[src/rtl/sng_pkg.sv]
// Shared types and constants for the stochastic-number-generator bank sequencer.
package sng_pkg;

    typedef enum logic [2:0] {IDLE, START, WAIT, STREAM, DONE, GAP} sng_seq_state_t;

    localparam int unsigned SNG_IN_W           = 4;
    localparam int unsigned STREAM_LEN_DEFAULT = 16;

endpackage

[src/rtl/sng_seq_timer.sv]
// Loadable down-counter with a zero flag; times both the pipeline wait and the idle gap.
module sng_seq_timer #(
    parameter int unsigned CNT_W = 2
) (
    input  logic             i_clk_sng,
    input  logic             i_rst_sng,
    input  logic             i_load,
    input  logic [CNT_W-1:0] i_load_val,
    input  logic             i_dec,
    output logic             o_zero
);

    localparam logic [CNT_W-1:0] CNT_ONE = CNT_W'(1);

    logic [CNT_W-1:0] r_cnt;

    // Load has priority; the count saturates at zero.
    always_ff @(posedge i_clk_sng or posedge i_rst_sng) begin
        if (i_rst_sng) begin
            r_cnt <= '0;
        end else if (i_load) begin
            r_cnt <= i_load_val;
        end else if (i_dec && (r_cnt != '0)) begin
            r_cnt <= r_cnt - CNT_ONE;
        end
    end

    assign o_zero = (r_cnt == '0);

endmodule

[src/rtl/sng_bank_sequencer.sv]
// Frames one operand vector through a lock-step SNG bank: start, pipeline wait,
// STREAM_LEN valid bit cycles, done/abort report and a recovery gap.
module sng_bank_sequencer
    import sng_pkg::*;
#(
    parameter int unsigned N_LANES    = 8,
    parameter int unsigned STREAM_LEN = STREAM_LEN_DEFAULT,
    parameter int unsigned PIPE_DLY   = 2,
    parameter int unsigned GAP_CYC    = 1,
    parameter int unsigned FCNT_W     = 16
) (
    input  logic                            i_clk_sng,
    input  logic                            i_rst_sng,
    input  logic                            i_valid,
    output logic                            o_ready,
    input  logic [SNG_IN_W*N_LANES-1:0]     i_x_vec,
    input  logic                            i_abort,
    output logic [SNG_IN_W*N_LANES-1:0]     o_x_bn,
    output logic                            o_start,
    output logic                            o_stop,
    output logic                            o_bit_valid,
    output logic [$clog2(STREAM_LEN)-1:0]   o_bit_idx,
    output logic                            o_done,
    output logic                            o_aborted,
    output logic [FCNT_W-1:0]               o_frame_cnt
);

    localparam int unsigned X_W   = SNG_IN_W * N_LANES;
    localparam int unsigned IDX_W = $clog2(STREAM_LEN);
    localparam int unsigned T_MAX = (PIPE_DLY > GAP_CYC) ? PIPE_DLY : GAP_CYC;
    localparam int unsigned T_W   = (T_MAX > 1) ? $clog2(T_MAX) : 1;

    localparam logic [IDX_W-1:0]  IDX_LAST  = IDX_W'(STREAM_LEN - 1);
    localparam logic [IDX_W-1:0]  IDX_ONE   = IDX_W'(1);
    localparam logic [FCNT_W-1:0] FCNT_ONE  = FCNT_W'(1);
    localparam logic [T_W-1:0]    T_PIPE    = T_W'(PIPE_DLY - 1);
    localparam logic [T_W-1:0]    T_GAP     = T_W'(GAP_CYC - 1);

    sng_seq_state_t    r_state;
    sng_seq_state_t    w_state_nxt;
    logic              w_take;
    logic              w_abort;
    logic              w_tmr_load;
    logic [T_W-1:0]    w_tmr_val;
    logic              w_tmr_dec;
    logic              w_tmr_zero;

    logic              r_ready;
    logic              r_start;
    logic              r_stop;
    logic              r_bit_valid;
    logic [IDX_W-1:0]  r_bit_idx;
    logic              r_done;
    logic              r_aborted;
    logic [FCNT_W-1:0] r_frame_cnt;
    logic [X_W-1:0]    r_x_bn;

    assign w_take  = i_valid && (r_state == IDLE);
    assign w_abort = i_abort && (r_state inside {START, WAIT, STREAM});

    always_comb begin
        w_state_nxt = r_state;
        w_tmr_load  = 1'b0;
        w_tmr_val   = '0;
        w_tmr_dec   = 1'b0;
        case (r_state)
            IDLE: begin
                if (w_take) begin
                    w_state_nxt = START;
                    w_tmr_load  = 1'b1;
                    w_tmr_val   = T_PIPE;
                end
            end
            START: begin
                w_tmr_dec   = 1'b1;
                w_state_nxt = (PIPE_DLY == 1) ? STREAM : WAIT;
            end
            WAIT: begin
                w_tmr_dec = 1'b1;
                if (w_tmr_zero) w_state_nxt = STREAM;
            end
            STREAM: begin
                if (r_bit_idx == IDX_LAST) w_state_nxt = DONE;
            end
            DONE: begin
                w_state_nxt = GAP;
                w_tmr_load  = 1'b1;
                w_tmr_val   = T_GAP;
            end
            GAP: begin
                w_tmr_dec = 1'b1;
                if (w_tmr_zero) w_state_nxt = IDLE;
            end
            default: w_state_nxt = IDLE;
        endcase
        // Abort outranks the natural end of the stream.
        if (w_abort) begin
            w_state_nxt = GAP;
            w_tmr_load  = 1'b1;
            w_tmr_val   = T_GAP;
        end
    end

    sng_seq_timer #(
        .CNT_W (T_W)
    ) u_timer (
        .i_clk_sng  (i_clk_sng),
        .i_rst_sng  (i_rst_sng),
        .i_load     (w_tmr_load),
        .i_load_val (w_tmr_val),
        .i_dec      (w_tmr_dec),
        .o_zero     (w_tmr_zero)
    );

    // Outputs are decoded from the next state so each one comes straight from a flop.
    always_ff @(posedge i_clk_sng or posedge i_rst_sng) begin
        if (i_rst_sng) begin
            r_state     <= IDLE;
            r_ready     <= 1'b1;
            r_start     <= 1'b0;
            r_stop      <= 1'b0;
            r_bit_valid <= 1'b0;
            r_bit_idx   <= '0;
            r_done      <= 1'b0;
            r_aborted   <= 1'b0;
            r_frame_cnt <= '0;
            r_x_bn      <= '0;
        end else begin
            r_state     <= w_state_nxt;
            r_ready     <= (w_state_nxt == IDLE);
            r_start     <= (w_state_nxt == START);
            r_bit_valid <= (w_state_nxt == STREAM);
            r_bit_idx   <= ((w_state_nxt == STREAM) && (r_state == STREAM)) ?
                           r_bit_idx + IDX_ONE : '0;
            r_done      <= (w_state_nxt == DONE) || w_abort;
            r_aborted   <= w_abort;
            r_stop      <= w_abort;
            if (w_state_nxt == DONE) r_frame_cnt <= r_frame_cnt + FCNT_ONE;
            if (w_take) r_x_bn <= i_x_vec;
        end
    end

    assign o_ready     = r_ready;
    assign o_start     = r_start;
    assign o_stop      = r_stop;
    assign o_bit_valid = r_bit_valid;
    assign o_bit_idx   = r_bit_idx;
    assign o_done      = r_done;
    assign o_aborted   = r_aborted;
    assign o_frame_cnt = r_frame_cnt;
    assign o_x_bn      = r_x_bn;

endmodule

[config.mk]
export PLATFORM = sky130hd
export DESIGN_NAME = sng_bank_sequencer
export DESIGN_NICKNAME = d
export VERILOG_FILES = /design/src/rtl/sng_pkg.sv /design/src/rtl/sng_seq_timer.sv /design/src/rtl/sng_bank_sequencer.sv
export SDC_FILE = /design/constraint.sdc
export NUM_CORES = 1
export LEC_CHECK = 0
export ABC_AREA = 1
export ABC_CLOCK_PERIOD_IN_PS = 6000
export BUFFER_PORTS_ARGS = -buffer_cell sky130_fd_sc_hd__buf_2
export CAP_MARGIN = 20
export CORE_AREA = 2 2 75 77
export CTS_BUF_LIST = sky130_fd_sc_hd__clkbuf_4 sky130_fd_sc_hd__clkbuf_8 sky130_fd_sc_hd__clkbuf_16
export DETAILED_ROUTE_END_ITERATION = 7
export DIE_AREA = 0 0 77 79
export PLACE_DENSITY = 0.86
export SYNTH_ARGS = -nofsm -noshare
export SYNTH_HDL_FRONTEND = slang
export SYNTH_SLANG_ARGS = --single-unit
[constraint.sdc]
create_clock -name i_clk_sng -period 6 [get_ports i_clk_sng]
set_input_delay 1.2 -clock i_clk_sng [delete_from_list [all_inputs] [get_ports i_clk_sng]]
set_output_delay 1.2 -clock i_clk_sng [all_outputs]
set_load 0.05 [all_outputs]
==> results.sh <==
export IMPL_hold_viol=0
export IMPL_drive_gt1_frac=0.304
export IMPL_pre_cts_slack_ns=3.41
export IMPL_startpoint="o_ready$_DFF_PP1_"
export IMPL_post_synth_top_count_cell="nand2_1"
export IMPL_worstSetupPathDepth=1
export IMPL_grt_ovfl_total=0
export IMPL_firstDrtPassIters=4
export IMPL_tightest_slew_ns=0.890
export IMPL_clockPowerShare=0.176
export IMPL_finalCritPeriodShare=0.381
export IMPL_end_kind="primary output"
export IMPL_syn_mean_instance_area_um2=8.44
export IMPL_synth_edff_count=0
export IMPL_syn_inst=325
export IMPL_comb_power_share=0.487
export IMPL_hold_path_class="reg2reg"
export IMPL_period_minus_slack_ns=2.29
export IMPL_rows=27
export IMPL_chipHeight_um=79
export IMPL_path_cells="buf_2"
export IMPL_slew_violations=0
export IMPL_io_pins=94
export IMPL_ant_nets=0
export IMPL_yosysSeqAreaShare=0.557
export IMPL_synth_top_area_frac=0.547
export IMPL_grt_total_usage=0.202
export IMPL_arrival_ns=1.09
export IMPL_area_growth_synth_to_final_pct=25.7
export IMPL_drtIter0Drc=146
export IMPL_grt_pass1_vias=2306
export IMPL_cts_resized=0
export IMPL_root_buffer="clkbuf_8"
export IMPL_fp_dieW_um=77
export IMPL_fmax_mhz=437
export IMPL_synth_common_cells="nand2_1, dfrtp_1, nor2_1"
export IMPL_grt_pass1_wl_um=9830
export IMPL_intPower_w=0.000914
export IMPL_r2r_slack_ns=4.00
export IMPL_postCtsSetupRepairBufs=0
export IMPL_setup_tns_ns=0
export IMPL_leakagePower_nw=1.97
export IMPL_ctsHoldBuffers=0
export IMPL_switching_share=0.516
export IMPL_ys_warnings_count=0
export IMPL_stdcell_count=499
export IMPL_yosysTopAreaCell="dfrtp_1"
export IMPL_hpwl_um=4010
export IMPL_startpoint_type="flop"
export IMPL_cts_tree="built"
export IMPL_layout_nets=460
export IMPL_r2r_start="r_state[1]$_DFF_PP0_"
export IMPL_antenna_cells=0
export IMPL_placed_cells=483
export IMPL_power_switching_w=0.000973
export IMPL_syn_area_um2=2740
export IMPL_timing_max_cap_violations=0
export IMPL_start_util=0.514
export IMPL_cts_buffers=9
export IMPL_power_density_nw_per_um2=547
export IMPL_clkTransAtPathRegs_ns=0.08
export IMPL_fin_ws_ns=3.71
export IMPL_portBuffers=93
export IMPL_crit_fanout=1
export IMPL_cts_path_max_buffers=2
export IMPL_syn_nets=363
export IMPL_antenna_found_initial=0
export IMPL_critPathKind="reg2out"
export IMPL_power_w=0.00189
export IMPL_cts_sinks=61
export IMPL_irDropWorstVdd_mv=0.334
export IMPL_setup_viol_count_final=0
export IMPL_synth_flop_cell="dfrtp_1"
export IMPL_htreeDepth=3
export IMPL_synth_area_leaders="dfrtp_1, nand2_1, nor2_1, xnor2_1, xor2_1"
export IMPL_slowest_delay_ns=0.51
export IMPL_wl_per_cell_um=11.4
export IMPL_required_ns=4.80
export IMPL_slowest_stage="dfstp_2"
export IMPL_critPathCapture="o_ready"
export IMPL_async_reset_ff_frac=1.00
export IMPL_path_buf_inv=1
export IMPL_hold_slack_ns=0.474
export IMPL_grt_max_degree=62
export IMPL_core_um2=5340
export IMPL_rsz0062_at_grt="false"
export IMPL_wl_um=5700
export IMPL_globalplace_congestion=0.802
export IMPL_worstReg2RegEnd="o_x_bn[3]$_DFFE_PP0P_"
export IMPL_ys_ff_latch=61
export IMPL_post_drt_via_cell_ratio=4.89
export IMPL_relSlewSlack=0.406
export IMPL_fin_skew_ns=0.00942
export IMPL_die_area_um2=6080
export IMPL_critical_path_top_delay_family="flip-flops"
export IMPL_worstSkewPairLatency_ns=0.33
export IMPL_outcome="finished, final reports clean"
export IMPL_drc=0
export IMPL_synth_cell_type_count=29
export IMPL_whs_path_depth=2
export IMPL_fill_cells=444
export IMPL_ff2ff_path_depth=6
export IMPL_seq_power_share=0.337
export IMPL_vias=2439
how the worst min path moves through the flow:
stage / start / to / slack, ns
floorplan: u_timer.r_cnt$_DFFE_PP0P_ / u_timer.r_cnt$_DFFE_PP0P_ / 0.53
global placement: o_x_bn[26]$_DFFE_PP0P_ / o_x_bn[26]$_DFFE_PP0P_ / 0.46
detailed placement: o_x_bn[26]$_DFFE_PP0P_ / o_x_bn[26]$_DFFE_PP0P_ / 0.46
CTS: o_x_bn[26]$_DFFE_PP0P_ / o_x_bn[26]$_DFFE_PP0P_ / 0.48
global route: o_bit_idx[0]$_DFF_PP0_ / o_bit_idx[0]$_DFF_PP0_ / 0.51
finish: o_x_bn[26]$_DFFE_PP0P_ / o_x_bn[26]$_DFFE_PP0P_ / 0.47
power by group through the flow:
stage / Clock [W] / Combinational (W) / Sequential, W
final: 0.000331 / 0.000919 / 0.000637
after floorplan: 0 / 0.000304 / 0.00106
after detailed placement: 0 / 0.000929 / 0.000636
after global placement: 0 / 0.000905 / 0.000639
after CTS: 0.000338 / 0.000928 / 0.000636
after global routing: 0.000355 / 0.000988 / 0.000655
cell type report:
class	instances	area [um2]	share of cell area
Clock buffer	10	138	0.0399
Inverter	16	60.1	0.0174
Timing Repair Buffer	95	480	0.139
Tap cell	72	90.1	0.0261
Clock inverter	6	47.5	0.0138
Multi-Input combinational cell	239	1110	0.321
Sequential cell	61	1530	0.443
per-layer routing:
layer  share of wire  vias to the layer above  global-route usage
li1                -                     1183                   -
met1            0.43                     1137               0.250
met2            0.48                      106               0.337
met3           0.074                       13              0.0466
met4           0.022                        0               0.102
met5               0                        -                   0
sequential cells by signal, indices dropped and copies added (netlist names):
signal / flops
o_aborted: 1
o_bit_idx: 4
o_bit_valid: 1
o_done: 1
o_frame_cnt: 16
o_ready: 1
o_start: 1
o_x_bn: 32
r_state: 3
u_timer.r_cnt: 1
cells in the final DEF (no fill, tap or decap), types with 2 or more instances in the layout:
cell type | Yosys | layout
nand2_2 | 4 | 4
xor2_1 | 7 | 7
nand3_1 | 11 | 11
nor2_1 | 19 | 19
nand2_1 | 172 | 172
clkbuf_8 | 0 | 10
clkinvlp_4 | 0 | 4
buf_4 | 1 | 2
buf_2 | 4 | 93
ha_1 | 2 | 2
nand4_1 | 2 | 2
inv_1 | 13 | 12
inv_2 | 3 | 4
dfrtp_1 | 60 | 60
nor2_2 | 3 | 3
xnor2_1 | 7 | 7
kinds of logic after synthesis:
logic type	after synthesis	share of synthesized area
AOI/OAI and AO/OA	4	0.0100
xor gates and xnor gates	14	0.0447
adders and majority gates	2	0.00912
buffers and inverters	25	0.0401
DFF	61	0.557
and+or+nand+nor	219	0.339
stage by stage:
stage / instance area [um2] / util
6_report: 3450 / 0.646
2_1_floorplan: 2740 / -
3_3_place_gp: 3260 / 0.612
4_1_cts: 3450 / 0.646
3_5_place_dp: 3260 / 0.612
5_1_grt: 3450 / 0.646
worst reg2reg max path, stage by stage, from the launching register on:
cell and delay [ns]:
dfrtp_1 0.43, nor2_2 0.22, nand3_1 0.10, buf_4 0.25, inv_1 0.70, nand2_1 0.13
nand2_1 0.11
Note: power is estimated with default switching activity, not from simulation.
